==> src/rtl/mitchell_pkg.sv <==
// mitchell_pkg
//   Shared constants, width helpers and stage-record types for the Mitchell
//   log-domain divider (and the multiplier that shares its log front end).
//   The stage records are sized from the default operand widths below, so a
//   build with different operand widths changes these defaults as well.
//
//   Contents:
//     max_op(), q_width()  width helpers
//     MAX_OP               widest operand, also the log-fraction width
//     K_BW                 width of a leading-one position
//     E_BW                 signed exponent-difference width
//     s1_t                 log stage record   {k1,k2,x1,x2,za,zb,v}
//     s2_t                 subtract stage record {e,m,za,zb,v}

package mitchell_pkg;

    localparam int A_BW_DEF    = 16;
    localparam int B_BW_DEF    = 16;
    localparam int FRAC_BW_DEF = 8;

    function automatic int max_op(input int a_bw, input int b_bw);
        return (a_bw > b_bw) ? a_bw : b_bw;
    endfunction

    function automatic int q_width(input int a_bw, input int frac_bw);
        return a_bw + frac_bw;
    endfunction

    localparam int MAX_OP = max_op(A_BW_DEF, B_BW_DEF);
    localparam int K_BW   = $clog2(MAX_OP);
    localparam int E_BW   = $clog2(MAX_OP) + 2;
    localparam int Q_BW   = q_width(A_BW_DEF, FRAC_BW_DEF);

    typedef struct packed {
        logic [K_BW-1:0]   k1;
        logic [K_BW-1:0]   k2;
        logic [MAX_OP-1:0] x1;
        logic [MAX_OP-1:0] x2;
        logic              za;
        logic              zb;
        logic              v;
    } s1_t;

    typedef struct packed {
        logic signed [E_BW-1:0] e;
        logic [MAX_OP:0]        m;
        logic                   za;
        logic                   zb;
        logic                   v;
    } s2_t;

endpackage

==> src/rtl/mitchell_log.sv <==
// mitchell_log
//   Approximate base-2 log of one unsigned operand: leading-one detect,
//   priority encode to the integer part k, and normalise the bits below the
//   leading one into a left-aligned OUT_BW-bit fraction x.
//   A zero operand yields k=0, x=0; the caller flags zero separately.
//
//   Ports:
//     val  in   IN_BW   operand
//     k    out  K_BW    position of the leading one
//     x    out  OUT_BW  fraction bits below the leading one, left-aligned

module mitchell_log #(
    parameter int IN_BW  = 16,
    parameter int OUT_BW = 16,
    parameter int K_BW   = 4
) (
    input  logic [IN_BW-1:0]  val,
    output logic [K_BW-1:0]   k,
    output logic [OUT_BW-1:0] x
);

    localparam int SW = K_BW + 1;

    logic [SW-1:0] shamt;

    // Highest set bit wins because later loop iterations overwrite earlier.
    always_comb begin
        k = '0;
        for (int i = 0; i < IN_BW; i++) begin
            if (val[i]) k = K_BW'(i);
        end
    end

    // Shifting by OUT_BW-k pushes the leading one just past the MSB, so the
    // OUT_BW-bit result drops it and keeps only the fraction.
    always_comb begin
        shamt = SW'(OUT_BW) - {1'b0, k};
        x     = OUT_BW'(val) << shamt;
    end

endmodule

==> src/rtl/mitchell_div.sv <==
// mitchell_div
//   Approximate unsigned divider, q ~= a/b, using Mitchell's method:
//   subtract approximate logs, then take the approximate antilog.
//   Three register stages (log, subtract, antilog) sharing one enable, with
//   a valid/ready handshake; one result per cycle when not stalled.
//
//   Optional build macro MITCHELL_DIV_ROUND_EN: the antilog right shift
//   rounds half up instead of truncating; saturation applies afterwards.
//
//   Ports:
//     clk          in   1             clock, rising edge
//     rst_n        in   1             async active-low reset
//     in_valid     in   1             operands valid
//     in_ready     out  1             operands accepted this cycle
//     a            in   A_BW          dividend
//     b            in   B_BW          divisor
//     out_valid    out  1             result valid
//     out_ready    in   1             downstream takes the result
//     q            out  A_BW+FRAC_BW  quotient, FRAC_BW fraction bits
//     div_by_zero  out  1             b was zero (q is all ones)

module mitchell_div
    import mitchell_pkg::*;
#(
    parameter int A_BW    = A_BW_DEF,
    parameter int B_BW    = B_BW_DEF,
    parameter int FRAC_BW = FRAC_BW_DEF
) (
    input  logic                    clk,
    input  logic                    rst_n,
    input  logic                    in_valid,
    output logic                    in_ready,
    input  logic [A_BW-1:0]         a,
    input  logic [B_BW-1:0]         b,
    output logic                    out_valid,
    input  logic                    out_ready,
    output logic [A_BW+FRAC_BW-1:0] q,
    output logic                    div_by_zero
);

    localparam int QW    = A_BW + FRAC_BW;
    localparam int W_EXT = QW + MAX_OP + 2;
    localparam int SH_BW = E_BW + 4;

    logic adv;

    logic [K_BW-1:0]   k1_c;
    logic [K_BW-1:0]   k2_c;
    logic [MAX_OP-1:0] x1_c;
    logic [MAX_OP-1:0] x2_c;

    s1_t s1_q;
    s2_t s2_q;
    s2_t s2_c;

    logic signed [SH_BW-1:0] net;
    logic [SH_BW-1:0]        sh_mag;
    logic [W_EXT-1:0]        ext;
    logic [W_EXT-1:0]        val;
    logic [QW-1:0]           q_c;

    // The whole pipe moves as one; it only holds when a finished result is
    // waiting on the output and downstream is not taking it.
    assign adv      = out_ready | ~out_valid;
    assign in_ready = adv;

    mitchell_log #(.IN_BW(A_BW), .OUT_BW(MAX_OP), .K_BW(K_BW)) u_log_a (
        .val (a),
        .k   (k1_c),
        .x   (x1_c)
    );

    mitchell_log #(.IN_BW(B_BW), .OUT_BW(MAX_OP), .K_BW(K_BW)) u_log_b (
        .val (b),
        .k   (k2_c),
        .x   (x2_c)
    );

    // Log stage register: both operand logs plus zero flags and valid.
    always_ff @(posedge clk or negedge rst_n) begin
        if (!rst_n) begin
            s1_q <= '0;
        end else if (adv) begin
            s1_q.k1 <= k1_c;
            s1_q.k2 <= k2_c;
            s1_q.x1 <= x1_c;
            s1_q.x2 <= x2_c;
            s1_q.za <= (a == '0);
            s1_q.zb <= (b == '0);
            s1_q.v  <= in_valid;
        end
    end

    // Log difference. When x1<x2 the fraction borrows from the exponent;
    // the modular fraction difference is then exactly x1-x2+1, so the
    // mantissa is 1.(x1-x2 mod 1) in both cases and only e changes.
    always_comb begin
        s2_c    = '0;
        s2_c.e  = E_BW'(s1_q.k1) - E_BW'(s1_q.k2) - E_BW'(s1_q.x1 < s1_q.x2);
        s2_c.m  = {1'b1, s1_q.x1 - s1_q.x2};
        s2_c.za = s1_q.za;
        s2_c.zb = s1_q.zb;
        s2_c.v  = s1_q.v;
    end

    always_ff @(posedge clk or negedge rst_n) begin
        if (!rst_n) begin
            s2_q <= '0;
        end else if (adv) begin
            s2_q <= s2_c;
        end
    end

    // Antilog: q = (m << (e+FRAC_BW)) >> MAX_OP folded into one signed shift
    // by net. An extra guard bit below the mantissa catches the bit shifted
    // out just under the LSB, which is the rounding increment.
    always_comb begin
        net    = SH_BW'($signed(s2_q.e)) + SH_BW'(FRAC_BW) - SH_BW'(MAX_OP);
        sh_mag = net[SH_BW-1] ? SH_BW'(-net) : SH_BW'(net);
        if (net[SH_BW-1]) begin
            ext = W_EXT'({s2_q.m, 1'b0}) >> sh_mag;
        end else begin
            ext = W_EXT'({s2_q.m, 1'b0}) << sh_mag;
        end
        val = ext >> 1;
`ifdef MITCHELL_DIV_ROUND_EN
        val = val + W_EXT'(ext[0]);
`else
`endif
        if (s2_q.zb) begin
            q_c = '1;
        end else if (s2_q.za) begin
            q_c = '0;
        end else if (|val[W_EXT-1:QW]) begin
            q_c = '1;
        end else begin
            q_c = val[QW-1:0];
        end
    end

    // Output register; div_by_zero is gated by valid so bubbles never flag.
    always_ff @(posedge clk or negedge rst_n) begin
        if (!rst_n) begin
            out_valid   <= 1'b0;
            q           <= '0;
            div_by_zero <= 1'b0;
        end else if (adv) begin
            out_valid   <= s2_q.v;
            q           <= q_c;
            div_by_zero <= s2_q.v & s2_q.zb;
        end
    end

endmodule

==> config.mk <==
export PLATFORM = sky130hd
export DESIGN_NAME = mitchell_div
export DESIGN_NICKNAME = d
export VERILOG_FILES = /design/src/rtl/mitchell_pkg.sv /design/src/rtl/mitchell_log.sv /design/src/rtl/mitchell_div.sv
export SDC_FILE = /design/constraint.sdc
export NUM_CORES = 1
export LEC_CHECK = 0
export CAP_MARGIN = 25
export CORE_ASPECT_RATIO = 1.4
export CORE_MARGIN = 2
export CORE_UTILIZATION = 40
export DETAILED_ROUTE_END_ITERATION = 6
export GPL_TIMING_DRIVEN = 0
export PLACE_DENSITY = 0.64
export SLEW_MARGIN = 20
export SYNTH_ARGS = -nofsm -noshare
export SYNTH_HDL_FRONTEND = slang
export SYNTH_SLANG_ARGS = --single-unit
==> constraint.sdc <==
create_clock -name clk -period 6.5 [get_ports clk]
set_input_delay 1.3 -clock clk [delete_from_list [all_inputs] [get_ports clk]]
set_output_delay 1.3 -clock clk [all_outputs]
set_load 0.01 [all_outputs]
==> flow_summary.yaml, run 1 <==
clock_network:
  htree_levels: 3
  holdBufCountCts: 0
  cts-resized-gates: 0
  cts_made_buffers: 9
  clkSlewWorstSetupHoldPaths_ps: 70
  clock_latency_ps: 360
  cts_tree: "done"
  clk_path_buf_depth: 2
  clockRootBuffer: "clkbuf_16"
  post_cts_buffers: 0
  clock-sinks: 95
final_layout:
  area_delta_synth_final_pct: 14.7
  fin_nets: 1171
  fillCellCount: 2093
  final_cell_mix: "100 x nand2_1, 95 x dfrtp_1, 88 x nor2_1"
  layout_commonest_cell: "nand2_1"
  diodes: 0
  fin_area_sq_mm: 0.00976
  drive_gt1_share_pct: 8.29
grt:
  grt_util_met3_pct: 2.61
  grt_pass1_wl_um: 44600
  antenna_found_initial: 0
  grt_remaining_overflow: 0
  grtUsageMet1_pct: 28.0
  grt_max_degree: 59
  grt_usage_pct: 25.2
  gr-max-usage-layer: "met2"
  grt_pass1_vias: 8029
  use_met2_pct: 47.5
sta:
  rsz0062_at_grt: "no"
  fin_skew_ps: 12.4
  min_period_over_period_pct: 82.9
  timing_hold_violations_final: 0
  fmax_mhz: 186
  fin_crit_ps: 5390
  finalSetupTns_ps: 0
  relSlewSlack_pct: 30.5
  tightest_slew_ps: 1030
  setup_viol: 0
  drv_slew: 0
synthesis:
  synthCells: 1034
  syn-num-nets: 1100
  synth_cell_types: 78
  synth_xor_area_share_pct: 2.78
  synth-seq-area-share_pct: 27.9
  synth_compound_area_share_pct: 25.6
  synth_top_family_by_area: "compound AO/OA/AOI/OAI gates"
  synthArstFlopShare_pct: 100
  synth_flop_cell: "dfrtp_1"
  avgSynthCellArea_sq_um: 8.23
  synth-simple-area-share_pct: 20.1
  netlist_area_sq_mm: 0.00851
  synth_edf_count: 0
  synth_fa_ha_area_share_pct: 4.59
  ys_ff_latch: 95
  ys_warn_count: 0
  synthMuxAreaShare_pct: 13.2
setup_path:
  cp_max_fo: 10
  required_ps: 5200
  worst_setup_path_start_kind: "primary input"
  crit_type: "primary input to primary output"
  critPathArrivalTime_ps: 4090
  rr_worst_depth: 16
  cp-end-kind: "primary output"
floorplanning:
  die_x_um: 127
  dieArea_sq_mm: 0.0225
  pin_count: 63
  rows: 63
  initial_utilization_pct: 40.4
  dieHeight_um: 177
  core_sq_mm: 0.0210
placed_design:
  dp_hpwl_um: 22100
  place_area_sq_mm: 0.00945
  finalWeightedCongestion: 0.933
  portBuffers: 59
min_path:
  hold_path_class: "flip-flop to flip-flop"
  worstHoldPathCells: 2
route:
  dr.pass1.iters: 5
  ant_nets: 0
  drc: 0
  wl_per_cell_um: 20.3
  wirelength_um: 27800
  drt_iter0_drc: 654
  vias: 8282
  drt-vias-per-instance: 6.05
status:
  status: "completed"
power_and_ir_drop:
  finalPower_w: 0.00590
  p_per_area_mw_per_mm2: 605
  ir_drop_v: 0.000215
  p_leak_nw: 4.06
run:
  cap_viol_max_count: 0
cell usage after synthesis, drive strengths merged (10+ instances only):
| cell | instances | area (sq um) |
|---|---|---|
| and3 | 14 | 92.6 |
| xnor2 | 15 | 131 |
| o21ai | 85 | 425 |
| xor2 | 12 | 105 |
| nand2 | 100 | 375 |
| dfrtp | 95 | 2380 |
| a32oi | 10 | 87.6 |
| nor2 | 88 | 330 |
| nand3 | 29 | 150 |
| ha | 28 | 350 |
| nor2b | 10 | 62.6 |
| nand2b | 14 | 87.6 |
| a22oi | 15 | 113 |
| nor4 | 12 | 75.1 |
| a21oi | 80 | 479 |
| mux2i | 87 | 871 |
| a211oi | 15 | 113 |
| buf | 28 | 176 |
| o22ai | 10 | 62.6 |
| and2 | 15 | 101 |
| inv | 42 | 158 |
| a31oi | 15 | 93.8 |
| clkbuf | 41 | 154 |
| nor3 | 23 | 115 |
| o211ai | 15 | 113 |
sequential cells by signal, indices dropped and copies added (netlist names):
signal       flops
s1_q            43
out_valid        1
q               24
s2_q            26
div_by_zero      1
power breakdown:
group	total, W	internal [W]	switching [W]
combinational	0.00436	0.00164	0.00272
clock	0.000549	0.000310	0.000239
sequential	0.000993	0.000808	0.000185
worst paths after layout:
check / to / start / slack [ps]
min in group asynchronous: s1_q[42] / rst_n / 840
setup / recovery: in_ready / out_ready / 1110
max in group asynchronous: s2_q[9] / rst_n / 5070
setup reg to reg: q[21] / s2_q[20] / 1390
hold reg to reg: div_by_zero / div_by_zero / 470
hold / removal: div_by_zero / div_by_zero / 470
metrics by stage:
step	instances	worst slack [ps]	hold WS [ps]	util [%]
2_1_floorplan	1034	2370	439	-
3_3_place_gp	1353	639	453	44.8
3_5_place_dp	1354	1120	460	44.9
4_1_cts	1370	1110	476	46.4
5_1_grt	1370	992	505	46.4
6_report	1370	1110	469	46.4
layer usage:
metal	up-vias	wire length, um
li1	3988	-
met1	3973	10700
met2	247	14700
met3	74	881
met4	0	1450
met5	-	0
critical path: stages:
cell	delay, ps
clkdlybuf4s50_1	390
nor2b_1	100
clkbuf_1	600
clkinv_1	440
clkbuf_1	310
clkbuf_1	350
clkdlybuf4s50_1	580
cell type report:
cell class	instances	area (sq um)	share of cell area [%]
Sequential cell	95	2380	24.4
Inverter	43	161	1.65
Multi-Input combinational cell	827	5640	57.8
Tap cell	260	325	3.33
Buffer	69	330	3.39
Clock inverter	6	67.6	0.692
Clock buffer	10	239	2.45
Timing Repair Buffer	60	619	6.35
kinds of logic after synthesis:
| kind of cell | after synthesis |
|---|---|
| flip-flops | 95 |
| AND/OR/NAND/NOR | 346 |
| XOR/XNOR | 27 |
| multiplexers | 100 |
| buffers and inverters | 112 |
| AO/OA/AOI/OAI | 324 |
| adder cells (fa/ha/maj) | 30 |
(Power assumes the default switching activity.)
==> run 2: changes to the inputs <==
- PLACE_DENSITY: 0.64 -> 0.66
- clock period: 6.5 -> 4.84 ns (I/O delays scaled with it)
==> run 2 against run 1 <==
Clock power is 28% higher. Register-to-register slack worse by 1100 ps. Clock-buffer cell count stayed put. Critical path depth stayed put. Final area hardly changed. Setup slack worse by 930 ps. Critical endpoint unchanged. Die area stayed put. Via count is 1.3% higher. Sequential cell count stayed put. Sequential power is 35% higher. Global-route usage is 0.37 points lower. Power is 34% higher. Largest cell class unchanged.
==> flow_summary.yaml, run 2 (synthesized netlist as in run 1, its figures left out) <==
clock_network:
  htree_levels: 3
  cts_made_buffers: 9
  holdBufCountCts: 0
  cts_tree: "done"
  clkSlewWorstSetupHoldPaths_ps: 70
  clk_path_buf_depth: 2
  clockRootBuffer: "clkbuf_16"
  clock_latency_ps: 350
  clock-sinks: 95
sta:
  finalSetupTns_ps: 0
  min_period_over_period_pct: 96.2
  fin_skew_ps: 9.89
  tightest_slew_ps: 918
  relSlewSlack_pct: 38.4
  hold_slack_ps: 465
  fin_crit_ps: 4650
  setup_viol: 0
  fmax_mhz: 215
  timing_hold_violations_final: 0
  setup_ws_ps: 185
  rsz0062_at_grt: "no"
  drv_slew: 0
floorplanning:
  pin_count: 63
  die_x_um: 127
  rows: 63
  initial_utilization_pct: 40.4
  core_sq_mm: 0.0210
  dieArea_sq_mm: 0.0225
  dieHeight_um: 177
setup_path:
  cp_max_fo: 10
  worst_setup_path_start_kind: "primary input"
  required_ps: 3870
  cp-end-kind: "primary output"
  crit_type: "primary input to primary output"
  critPathArrivalTime_ps: 3690
route:
  dr.pass1.iters: 5
  ant_nets: 0
  vias: 8391
  drt_iter0_drc: 670
  drt-vias-per-instance: 6.12
  wl_per_cell_um: 20.1
  wirelength_um: 27600
  drc: 0
final_layout:
  reg_top3: "s1_q (43), s2_q (26), q (24)"
  fin_util_pct: 46.3
  largest_reg_flops: 43
  drive_gt1_share_pct: 8.47
  regMostFlops: "s1_q"
  fillCellCount: 2085
  layout_commonest_cell: "nand2_1"
  final_cell_mix: "100 x nand2_1, 95 x dfrtp_1, 88 x nor2_1"
  area_delta_synth_final_pct: 14.7
  fin_nets: 1172
  diodes: 0
power_and_ir_drop:
  p_leak_nw: 4.06
  p_int_w: 0.00371
  finalPower_w: 0.00793
  seq_power_share_pct: 16.9
  p_per_area_mw_per_mm2: 813
  pwr-share-clk_pct: 8.9
  p_switching_w: 0.00422
  comb_power_share_pct: 74.2
  ir_drop_v: 0.000356
  swShare_pct: 53.2
grt:
  grt_max_degree: 57
  grt_usage_pct: 24.8
  grt_util_met3_pct: 2.85
  grt_pass1_wl_um: 44000
  grt_pass1_vias: 8267
  grtUsageMet1_pct: 27.0
  grt_remaining_overflow: 0
  gr-max-usage-layer: "met2"
  use_met2_pct: 46.1
  antenna_found_initial: 0
run:
  cap_viol_max_count: 0
status:
  status: "completed"
min_path:
  hold_path_class: "flip-flop to flip-flop"
placed_design:
  portBuffers: 59
  place_ws_ps: -64.5
  finalWeightedCongestion: 0.951
  dp_hpwl_um: 22000
-- run 2: power groups by stage --
stage               logic [W]  clock network (W)  registers, W
finish                0.00588           0.000704       0.00134
global route          0.00635           0.000743       0.00137
CTS                   0.00572           0.000718       0.00134
detailed placement    0.00568                  0       0.00135
global placement      0.00568                  0       0.00134
floorplan             0.00404                  0       0.00130
-- run 2: cell type report --
class / count / area (sq um) / share of cell area (%)
multi-input combinational: 827 / 5640 / 57.8
buffer: 68 / 328 / 3.36
timing repair buffer: 62 / 634 / 6.50
clock inverter: 5 / 58.8 / 0.603
tap: 260 / 325 / 3.34
sequential: 95 / 2380 / 24.4
clock buffer: 10 / 229 / 2.35
inverter: 43 / 161 / 1.65
-- run 2: repair_timing --
action / CTS / global route
pin swaps: 0 / 1
setup endpoints to repair: 20 / 24
buffers inserted: 0 / 1
gates resized for setup: 0 / 3
-- run 2: metrics by stage --
step	std cells	area (sq um)
floorplan	1034	8510
global placement	1353	9420
detailed placement	1354	9450
CTS	1368	9730
global route	1370	9750
finish	1370	9750
-- run 2: path summary, 6_finish.rpt --
check,start,endpoint,slack (ps),depth (start not counted)
max,out_ready,in_ready,190,7
min,div_by_zero,div_by_zero,470,2
max reg2reg,s2_q[20],q[7],280,15
min reg2reg,div_by_zero,div_by_zero,470,2
max in group asynchronous,rst_n,q[19],3720,2
min in group asynchronous,rst_n,s1_q[41],520,1
-- run 2: worst max-delay path, cell delays in order --
cell and delay (ps):
clkdlybuf4s50_1 400, nor2b_1 110, clkbuf_1 550, clkinv_1 430, clkbuf_1 300, clkbuf_1 340
clkdlybuf4s50_1 580
-- run 2: metal layers --
layer | up-vias | part of all wire [%]
met3 | 96 | 3.9
met5 | - | 0
met1 | 4025 | 38
li1 | 3967 | -
met2 | 303 | 52
met4 | 0 | 6.2
